--- config.mk ---
export PLATFORM = sky130hd
export DESIGN_NAME = region_boundary_monitor
export DESIGN_NICKNAME = d
export VERILOG_FILES = /design/src/rtl/region_mon_pkg.sv /design/src/rtl/sat_counter.sv /design/src/rtl/region_boundary_monitor.sv
export SDC_FILE = /design/constraint.sdc
export NUM_CORES = 1
export LEC_CHECK = 0
export ABC_AREA = 0
export BUFFER_PORTS_ARGS = -buffer_cell sky130_fd_sc_hd__buf_2
export CORE_AREA = 5 5 46 48
export DETAILED_ROUTE_END_ITERATION = 10
export DIE_AREA = 0 0 51 53
export MAX_ROUTING_LAYER = met4
export PLACE_DENSITY = 0.78
export SLEW_MARGIN = 20
export SYNTH_ARGS = -nofsm -noshare
export SYNTH_HDL_FRONTEND = slang
export SYNTH_HIERARCHICAL = 1
export SYNTH_SLANG_ARGS = --single-unit
--- constraint.sdc ---
create_clock -name clk -period 2.9 [get_ports clk]
set_clock_uncertainty 0.2 [all_clocks]
set_input_delay 0.58 -clock clk [delete_from_list [all_inputs] [get_ports clk]]
set_output_delay 0.58 -clock clk [all_outputs]
set_load 0.02 [all_outputs]
--- src/rtl/region_mon_pkg.sv ---
// Shared types and address-classification helpers for the region boundary monitor.
// Helpers take the offset width and guard size as arguments, so one copy serves any configuration.
package region_mon_pkg;

   typedef enum logic {
      IDLE  = 1'b0,
      TRACK = 1'b1
   } state_t;

   function automatic logic [31:0] region_of(input logic [31:0] a, input int off_w);
      return a >> off_w;
   endfunction

   function automatic logic is_boundary(input logic [31:0] a, input int off_w);
      logic [31:0] mask;
      mask = (32'd1 << off_w) - 32'd1;
      return (a & mask) == 32'd0;
   endfunction

   // The window sits just below the next region start; for the top region it is the wrap below 2**N.
   function automatic logic is_near(input logic [31:0] a, input int off_w, input int guard);
      logic [31:0] mask;
      mask = (32'd1 << off_w) - 32'd1;
      return (a & mask) >= ((32'd1 << off_w) - 32'(guard));
   endfunction

endpackage

--- src/rtl/sat_counter.sv ---
// Saturating up-counter with synchronous clear; sat flags the all-ones value.
module sat_counter #(
   parameter int W = 8
) (
   input  logic         clk,
   input  logic         rstN,
   input  logic         clr,
   input  logic         inc,
   output logic [W-1:0] count,
   output logic         sat
);

   logic [W-1:0] count_q;
   logic [W-1:0] count_d;

   assign sat   = &count_q;
   assign count = count_q;

   always_comb begin
      count_d = count_q;
      if (clr) begin
         count_d = '0;
      end else if (inc && !sat) begin
         count_d = count_q + W'(1);
      end
   end

   always_ff @(posedge clk or negedge rstN) begin
      if (!rstN) begin
         count_q <= '0;
      end else begin
         count_q <= count_d;
      end
   end

endmodule

--- src/rtl/region_boundary_monitor.sv ---
// Splits the address space into 2**R_LOG2 regions and reports region, boundary/guard hits,
// region-change pulses and a saturating crossing count, all registered one cycle after sampling.
module region_boundary_monitor
   import region_mon_pkg::*;
#(
   parameter int N      = 16,
   parameter int R_LOG2 = 2,
   parameter int GUARD  = 4,
   parameter int CNT_W  = 8
) (
   input  logic              clk,
   input  logic              rstN,
   input  logic              clear,
   input  logic              addr_valid,
   input  logic [N-1:0]      address,
   output logic              boundary_flag,
   output logic              near_boundary,
   output logic [R_LOG2-1:0] region,
   output logic              region_change,
   output logic [CNT_W-1:0]  cross_count,
   output logic              count_sat
);

   localparam int OFF_W = N - R_LOG2;

   state_t              state_q, state_d;
   logic [R_LOG2-1:0]   prev_region_q, prev_region_d;
   logic [R_LOG2-1:0]   region_q, region_d;
   logic                boundary_q, boundary_d;
   logic                near_q, near_d;
   logic                change_q, change_d;
   logic [31:0]         addr_ext;
   logic [R_LOG2-1:0]   cur_region;

   assign addr_ext   = 32'(address);
   assign cur_region = R_LOG2'(region_of(addr_ext, OFF_W));

   // A clear with a valid address behaves like the first address after reset.
   always_comb begin
      state_d       = state_q;
      prev_region_d = prev_region_q;
      region_d      = region_q;
      change_d      = 1'b0;
      boundary_d    = addr_valid && is_boundary(addr_ext, OFF_W);
      near_d        = addr_valid && is_near(addr_ext, OFF_W, GUARD);

      if (clear) begin
         if (addr_valid) begin
            prev_region_d = cur_region;
            region_d      = cur_region;
            state_d       = TRACK;
         end else begin
            state_d = IDLE;
         end
      end else if (addr_valid) begin
         if (state_q == TRACK && cur_region != prev_region_q) begin
            change_d = 1'b1;
         end
         prev_region_d = cur_region;
         region_d      = cur_region;
         state_d       = TRACK;
      end
   end

   always_ff @(posedge clk or negedge rstN) begin
      if (!rstN) begin
         state_q       <= IDLE;
         prev_region_q <= '0;
         region_q      <= '0;
         boundary_q    <= 1'b0;
         near_q        <= 1'b0;
         change_q      <= 1'b0;
      end else begin
         state_q       <= state_d;
         prev_region_q <= prev_region_d;
         region_q      <= region_d;
         boundary_q    <= boundary_d;
         near_q        <= near_d;
         change_q      <= change_d;
      end
   end

   // Clear takes priority, so a clear cycle never counts even if tracking would have pulsed.
   sat_counter #(
      .W (CNT_W)
   ) u_cross_counter (
      .clk   (clk),
      .rstN  (rstN),
      .clr   (clear),
      .inc   (change_d),
      .count (cross_count),
      .sat   (count_sat)
   );

   assign boundary_flag = boundary_q;
   assign near_boundary = near_q;
   assign region        = region_q;
   assign region_change = change_q;

endmodule

# --- Word-level counts from Yosys, hierarchy flattened ---
# Cells that the tools add are included.
totals:
  ff_bits: 14
  input_bits: 20
  out_inout_bits: 14
  wordCells: 26
op_classes:
  addsub: 1
  magnitude_cmp: 1
  eq_ne: 1
  mux: 8
  reduce_logical: 9
ops:
  columns: ["cell", "count"]
  rows:
  - ["$logic_not 32->1", 1]
  - ["$mux 8", 2]
  - ["$ge 14x14->1 const B", 1]
  - ["$add 8x1->8 const B", 1]
  - ["$reduce_and 8->1", 1]
  - ["$mux 1", 6]
  - ["$logic_and 1x1->1", 4]
  - ["$reduce_bool 2->1", 2]
  - ["$ne 2x2->1", 1]
  - ["$logic_not 1->1", 1]

# --- Logic depth before layout (Yosys ltp) ---
# Gate-level depths: netlist of the first run.
depth:
  depth_word: 8
  depth_mapped: 5
  ltp_nobuf: 5

# --- Modules after synthesis ---
# Netlist of the first run, hierarchy kept.
modules_own_cells:
  columns: ["module", "instances", "cells_each", "area_each_um2", "seq_area_each_um2"]
  rows:
  - ["sat_counter", 1, 45, 475.5, 200.2]
  - ["region_boundary_monitor", 1, 23, 276.5, 150.1]

# --- Least setup slack after synthesis of the first run ---
# OpenSTA, ideal clock, no wires.
synth_path:
  path_kind: "register to output"
  start: "reg u_cross_counter.count_q[0] (netlist: u_cross_counter/count[0])"
  end: "out count_sat"
  arrival_ns: 1.219
  required_time_ns: 2.120
  setup_slack_ns: 0.901
  path_stages_with_launch: 5
  n_path_buf: 0
  path_cell_list: "dfrtp_1 > ha_1 > and4_4 > nand2_1 > inv_1"
synth_via:
  elab_chain_len: 1
synth_lines:
  columns: ["item", "line_no", "source"]
  rows:
  - ["start, declared", "sat_counter.sv:13", "logic [W-1:0] count_q;"]
  - ["start signal, assigned", "sat_counter.sv:32", "count_q <= count_d;"]
  - ["$reduce_and 8->1", "sat_counter.sv:16", "assign sat = &count_q;"]
  - ["end, declared", "region_boundary_monitor.sv:21", "output logic count_sat"]
# Every way passes these cells.

# --- Worst setup path after layout of the first run ---
# Ends and elaborated chain as after synthesis.

==> results of run 1 <==
==> cells by family (layout without fill, tap and decap cells) <==
logic type	count (synthesis)	in the layout
xor+xnor	2	2
buf+inv	5	40
simple gates	28	28
compound gates	14	14
flops	14	14
fa+ha+maj	1	1
mux	4	4
==> synth_stat cells (2+ instances only) <==
cell and instances:
sky130_fd_sc_hd__mux2_2 2, sky130_fd_sc_hd__a21oi_1 5, sky130_fd_sc_hd__xor2_1 2, sky130_fd_sc_hd__a211oi_1 2, sky130_fd_sc_hd__a31oi_1 2, sky130_fd_sc_hd__nand2_1 3
sky130_fd_sc_hd__dfrtp_1 14, sky130_fd_sc_hd__nand4_1 5, sky130_fd_sc_hd__inv_1 3, sky130_fd_sc_hd__nand2b_1 2, sky130_fd_sc_hd__nor4_1 5, sky130_fd_sc_hd__nor3_1 2
==> state kept, by name, indices dropped and copies added, names as in the netlist <==
register / flops
region: 2
state_q: 1
boundary_flag: 1
region_change: 1
u_cross_counter/count: 8
near_boundary: 1
==> worst max-delay path, delay by kind of cell (launching register included) <==
kind / cells / cell delay, ns
flops: 1 / 0.42
simple gates: 2 / 0.40
fa+ha+maj: 1 / 0.24
buf+inv: 2 / 0.21
==> final timing paths <==
kind | slack [ns] | end | cells after the start | startpoint
worst min register to register | 0.31 | state_q | 1 | state_q
min in group asynchronous | 0.53 | u_cross_counter/count[5] | 2 | rstN
worst max register to register | 1.04 | u_cross_counter/count[6] | 5 | region[1]
worst max-delay path | 0.59 | count_sat | 5 | u_cross_counter/count[0]
worst min-delay path | 0.31 | state_q | 1 | state_q
max in group asynchronous | 1.74 | near_boundary | 2 | rstN
==> metal layers <==
metal  wire length, µm  vias up  global-route usage
li1                  -      335                   -
met1               719      327              0.1734
met2               786       34              0.2253
met3               163        2             0.05352
met4                10        0             0.04484
met5                 0        -                   -
==> report_power, final <==
part / leakage, nW / switching (mW) / internal (mW)
clock: 0.0138 / 0.0565 / 0.0480
sequential: 0.187 / 0.00513 / 0.201
combinational: 0.283 / 0.0278 / 0.0259
total: 0.483 / 0.0894 / 0.275
==> metrics by stage <==
step / instance area [µm²] / power (mW) / cells
6_report: 952.2 / 0.3642 / 120
2_1_floorplan: 752.0 / 0.2356 / 68
3_5_place_dp: 919.6 / 0.2636 / 116
3_3_place_gp: 919.6 / 0.2614 / 116
5_1_grt: 952.2 / 0.3873 / 120
4_1_cts: 952.2 / 0.3715 / 120
==> cell type report <==
class | count | share of cell area
clock buffers | 3 | 0.02365
inverters | 3 | 0.01183
multi-input cells | 49 | 0.3903
flip-flops and latches | 14 | 0.3679
well taps | 17 | 0.02234
repair buffers | 34 | 0.1840
==> key figures, run 1 <==
Status
  • Outcome: complete, no violations

Place
  • Placed wire-length estimate: 1.343 mm
  • Last weighted congestion value of the routability-driven placer: 0.9077
  • Worst slack, placed: 0.7882 ns
  • Total of buffers placed on input and output ports: 33

CTS
  • CTS Root Cell: sky130_fd_sc_hd__clkbuf_4
  • Skew-Pair Late Insertion Delay: 0.27 ns
  • Post-CTS clock slew at the launch and capture registers of the worst setup and hold paths: 0.08 ns
  • Total clock sinks: 14
  • Post-CTS Hold Fix Bufs: 1
  • Post-CTS setup-driven buffer insertion count: 0
  • Max Buffers Root-to-Sink: 2
  • Cts repair resizes: 0
  • TritonCTS clock tree: done
  • H-tree level count: 1
  • Number of clock buffers inserted by TritonCTS: 3

Floorplanning
  • Area inside the core boundary: 1670 µm²
  • Initial core utilization: 0.4502
  • Count of boundary I/O pins: 34
  • DIE AREA: 2703 µm²
  • Die Height: 53 µm
  • Chip width: 51 µm
  • Floorplan row count: 15

Global route
  • Vias in the first global route: 706
  • All-Layer GR Usage: 0.1443
  • Global route overflow: 0
  • Pin count of the biggest net entering global routing: 15
  • Initial antenna violation count: 0
  • Global-route wire length before repair: between 2 and 3 mm

Finish
  • FF+latch area: between 300 and 400 µm²
  • Most common cell after layout, fill and taps aside: sky130_fd_sc_hd__buf_2
  • Synth-to-layout area growth: 26.62%
  • Share of cells above drive strength 1: 0.4369
  • N_diodes: 0
  • Highest-count cells in the layout ignoring fill and taps: 33 x sky130_fd_sc_hd__buf_2, 14 x sky130_fd_sc_hd__dfrtp_1, 5 x sky130_fd_sc_hd__nor4_1, 5 x sky130_fd_sc_hd__nand4_1, 5 x sky130_fd_sc_hd__a21oi_1
  • Utilization of the core after routing: 0.5700
  • Filler Cell Count: 151
  • # nets final: 126
  • Combined area of the multi-input logic cells: 371.6 µm²

Logic synthesis
  • Post-Syn Area: 752.0 µm²
  • Area contributors post-synth: sky130_fd_sc_hd__dfrtp_1 47%, sky130_fd_sc_hd__nand4_1 4.2%, sky130_fd_sc_hd__nor4_1 4.2%, sky130_fd_sc_hd__a21oi_1 3.3%, sky130_fd_sc_hd__mux2_2 3.0%
  • Fraction of synthesized area in multiplexers: 0.06323
  • Synth Area in Compound Gates: 0.1414
  • Area fraction of the dominant cell type after synthesis: 0.4659
  • Main combinational cell family by area after synthesis: simple AND/OR/NAND/NOR gates
  • Per-instance average area after synthesis: 11.06 µm²
  • #FFs+latches synth: 14
  • Basic-gate share of the synthesized area counting and, or, nand and nor cells: 0.2496
  • Xor and xnor fraction of the mapped netlist area: 0.02329
  • Proportion of register bits with asynchronous set or reset after synthesis: 1.000
  • Post-synth cell types: 33
  • Largest area contributor in the netlist: sky130_fd_sc_hd__dfrtp_1
  • Predominant post-synthesis flop cell: sky130_fd_sc_hd__dfrtp_1
  • Total number of yosys warnings: 6
  • Area share of fa/ha/maj cells after synthesis: 0.01664
  • Synthesized netlist net count: 89
  • Sequential element share of the synthesized area: 0.4659
  • Cells after Synth: between 60 and 70
  • Number of enable-type register cells in the synthesized netlist: 0

STA
  • Max Slew Vio Count: 0
  • Min cycle time layout: 2.312 ns
  • Final count of negative-setup-slack endpoints: 0
  • Remaining max-slew budget at the tightest pin: 0.7922
  • Final Hold Viols: 0
  • Max Freq: ~430 MHz
  • Unrepaired setup endpoints after global routing: no
  • Final clock period utilization by the worst path: 0.7972
  • Final Worst Setup Slack: 0.5882 ns
  • Setup total negative slack: 0 ns
  • Worst-Margin Slew: around 0.31 ns
  • Hold Slack: 0.3056 ns

Worst setup path
  • Arrival @ worst endpoint: 1.53 ns
  • Kind of launch point of the worst setup path: flop
  • Maximum fanout along the worst path: 6
  • Worst endpoint required time: 2.12 ns
  • Cells traversed along the worst timing path: ha_1 -> and4_4 -> nand2_1 -> inv_1 -> buf_2
  • Critical Path Sink Type: primary output
  • Critical path class: reg2out
  • Slowest CP cell: sky130_fd_sc_hd__dfrtp_1
  • Highest cell delay on the worst timing path: ~0.42 ns

Route
  • Via/cell ratio: 5.817
  • Routed length per placed instance: 14.00 µm
  • Final wirelength: between 1.5 and 2 mm
  • DRT Pass-1 Iters: 4
  • DRC marker count from the first detailed-route iteration: 20
  • Count of vias placed by the detailed router: 698
  • Remaining routing DRC violations: 0
  • Post-route ant nets: 0

Power and ir drop
  • Worst VDD drop: 0.2874 mV
  • Pwr/cell area: around 380 nW/µm²
  • Leakage: 0.4833 nW

Job
  • Max-cap violations: 0

Hold path
  • Min-Delay Path Class: reg2reg
Note: power is estimated with default switching activity, not from simulation.
==> run 2: changes to the inputs <==
--- a/config.mk
+++ b/config.mk
@@ -7,11 +7,11 @@
 export LEC_CHECK = 0
 export ABC_AREA = 0
 export BUFFER_PORTS_ARGS = -buffer_cell sky130_fd_sc_hd__buf_2
-export CORE_AREA = 5 5 46 48
+export CORE_AREA = 5 5 47 49
 export DETAILED_ROUTE_END_ITERATION = 10
-export DIE_AREA = 0 0 51 53
+export DIE_AREA = 0 0 52 54
 export MAX_ROUTING_LAYER = met4
-export PLACE_DENSITY = 0.78
+export PLACE_DENSITY = 0.75
 export SLEW_MARGIN = 20
 export SYNTH_ARGS = -nofsm -noshare
 export SYNTH_HDL_FRONTEND = slang
==> constraint.sdc (replaced) <==
create_clock -name clk -period 2.4 [get_ports clk]
set_clock_uncertainty 0.2 [all_clocks]
set_input_delay 0.48 -clock clk [delete_from_list [all_inputs] [get_ports clk]]
set_output_delay 0.48 -clock clk [all_outputs]
set_load 0.02 [all_outputs]
==> run 2 against run 1 <==
Sequential power up 21%; critical path depth unchanged; hold slack lost 0.064 ns; die area increased by 3.9%; routed wire length is 3.5% higher; global-route usage up 0.082 points.
==> key figures, run 2 (synthesized netlist as in run 1, its figures left out) <==
CTS
  • Post-CTS setup-driven buffer insertion count: 0
  • Post-CTS Hold Fix Bufs: 1
  • Max Buffers Root-to-Sink: 2
  • Number of clock buffers inserted by TritonCTS: 3
  • Total clock sinks: 14
  • H-tree level count: 1
  • CTS Root Cell: sky130_fd_sc_hd__clkbuf_4
  • Post-CTS clock slew at the launch and capture registers of the worst setup and hold paths: ~0.080 ns
  • Cts repair resizes: 0
  • Skew-Pair Late Insertion Delay: around 0.27 ns
  • TritonCTS clock tree: done

STA
  • Final Worst Setup Slack: 0.1817 ns
  • Final clock period utilization by the worst path: 0.9243
  • Remaining max-slew budget at the tightest pin: 0.7950
  • Max Freq: between 400 and 500 MHz
  • Hold Slack: 0.2420 ns
  • Setup total negative slack: 0 ns
  • Unrepaired setup endpoints after global routing: no
  • Max Slew Vio Count: 0
  • Final count of negative-setup-slack endpoints: 0
  • Final Hold Viols: 0
  • Worst-Margin Slew: 0.3075 ns
  • Min cycle time layout: between 2 and 2.5 ns

Place
  • Worst slack, placed: between 0.4 and 0.5 ns
  • Placed wire-length estimate: 1.394 mm
  • Total of buffers placed on input and output ports: 33
  • Last weighted congestion value of the routability-driven placer: slightly below 0.9

Finish
  • Synth-to-layout area growth: 28.29%
  • Most common cell after layout, fill and taps aside: sky130_fd_sc_hd__buf_2
  • Highest-count cells in the layout ignoring fill and taps: 33 x sky130_fd_sc_hd__buf_2, 14 x sky130_fd_sc_hd__dfrtp_1, 5 x sky130_fd_sc_hd__nor4_1, 5 x sky130_fd_sc_hd__nand4_1, 5 x sky130_fd_sc_hd__a21oi_1
  • Utilization of the core after routing: 0.5295
  • Flip-flop count of the largest register, all copies and words added: 8
  • N_diodes: 0
  • Share of cells above drive strength 1: 0.4369
  • # nets final: 126

Power and ir drop
  • Fraction of power spent switching nets: 0.2438
  • Total power after layout: between 0.4 and 0.5 mW
  • Pwr/cell area: 455.5 nW/µm²
  • Leakage: between 0.4 and 0.5 nW
  • Net switching power of the design: 0.1071 mW
  • Cell-internal power: 0.3323 mW
  • Comb pwr share: 0.147
  • Worst VDD drop: about 0.3 mV
  • Clock share of power: 0.284
  • Sequential cell fraction of total power: 0.568

Route
  • Remaining routing DRC violations: 0
  • Post-route ant nets: 0
  • Via/cell ratio: between 5 and 6
  • Routed length per placed instance: 13.38 µm
  • Final wirelength: 1.739 mm
  • DRT Pass-1 Iters: 4
  • DRC marker count from the first detailed-route iteration: 9
  • Count of vias placed by the detailed router: 710

Floorplanning
  • Area inside the core boundary: 1822 µm²
  • Floorplan row count: 16
  • DIE AREA: 2808 µm²
  • Chip width: 52 µm
  • Initial core utilization: 0.4128
  • Count of boundary I/O pins: 34
  • Die Height: ~54 µm

Worst setup path
  • Maximum fanout along the worst path: 5
  • Kind of launch point of the worst setup path: flop
  • Worst endpoint required time: 1.72 ns
  • Arrival @ worst endpoint: about 1.5 ns
  • Critical Path Sink Type: primary output
  • Critical path class: reg2out
  • Worst Reg2Reg Path Length in Cells: 5

Status
  • Outcome: complete, no violations

Job
  • Max-cap violations: 0

Global route
  • Initial antenna violation count: 0
  • All-Layer GR Usage: 0.1451
  • Global route overflow: 0
  • Pin count of the biggest net entering global routing: 15
  • Global-route wire length before repair: 2.918 mm
  • Vias in the first global route: 714

Hold path
  • Min-Delay Path Class: in2reg
  • Hold Path Depth: 3
[run 2: cell counts in the layout (fill, tap and decap cells not counted)]
No cell type changed its count.
[run 2: stage by stage]
stage	cells	cell area, µm²
finish	130	964.7
global route	130	964.7
CTS	130	964.7
detailed placement	126	932.1
global placement	126	932.1
floorplan	68	752.0
[run 2: worst paths after layout]
check	slack [ns]	startpoint	end
max in group asynchronous	1.34	rstN	region_change
setup / recovery	0.18	u_cross_counter/count[1]	count_sat
min in group asynchronous	0.42	rstN	u_cross_counter/count[0]
hold / removal	0.24	address[9]	near_boundary
hold reg to reg	0.30	state_q	state_q
setup reg to reg	0.57	region[1]	u_cross_counter/count[6]
[run 2: area by class of cell]
| type | count | area [µm²] |
|---|---|---|
| tap | 27 | 33.78 |
| sequential | 14 | 350.3 |
| multi-input combinational | 49 | 371.6 |
| timing repair buffer | 34 | 175.2 |
| fill | 172 | 857.1 |
| inverter | 3 | 11.26 |
| clock buffer | 3 | 22.52 |
[run 2: per-layer routing]
layer / part of all wire / vias to the layer above / track usage
met5: 0 / - / -
met3: 0.11 / 2 / 0.04155
met2: 0.46 / 40 / 0.2259
met1: 0.41 / 331 / 0.1653
met4: 0.011 / 0 / 0.08734
li1: - / 337 / -
[run 2: critical path: stages, from the launching register on]
cell,delay [ns]
sky130_fd_sc_hd__dfrtp_1,0.43
sky130_fd_sc_hd__ha_1,0.24
sky130_fd_sc_hd__and4_4,0.28
sky130_fd_sc_hd__nand2_1,0.10
sky130_fd_sc_hd__inv_1,0.06
sky130_fd_sc_hd__buf_2,0.15
[run 2: power groups by stage]
| stage | clock [mW] | combinational (mW) | sequential [mW] |
|---|---|---|---|
| 2_1_floorplan | 0 | 0.0240 | 0.261 |
| 3_3_place_gp | 0 | 0.0626 | 0.253 |
| 3_5_place_dp | 0 | 0.0644 | 0.254 |
| 4_1_cts | 0.129 | 0.0659 | 0.250 |
| 5_1_grt | 0.144 | 0.0719 | 0.251 |
| 6_report | 0.125 | 0.0647 | 0.250 |
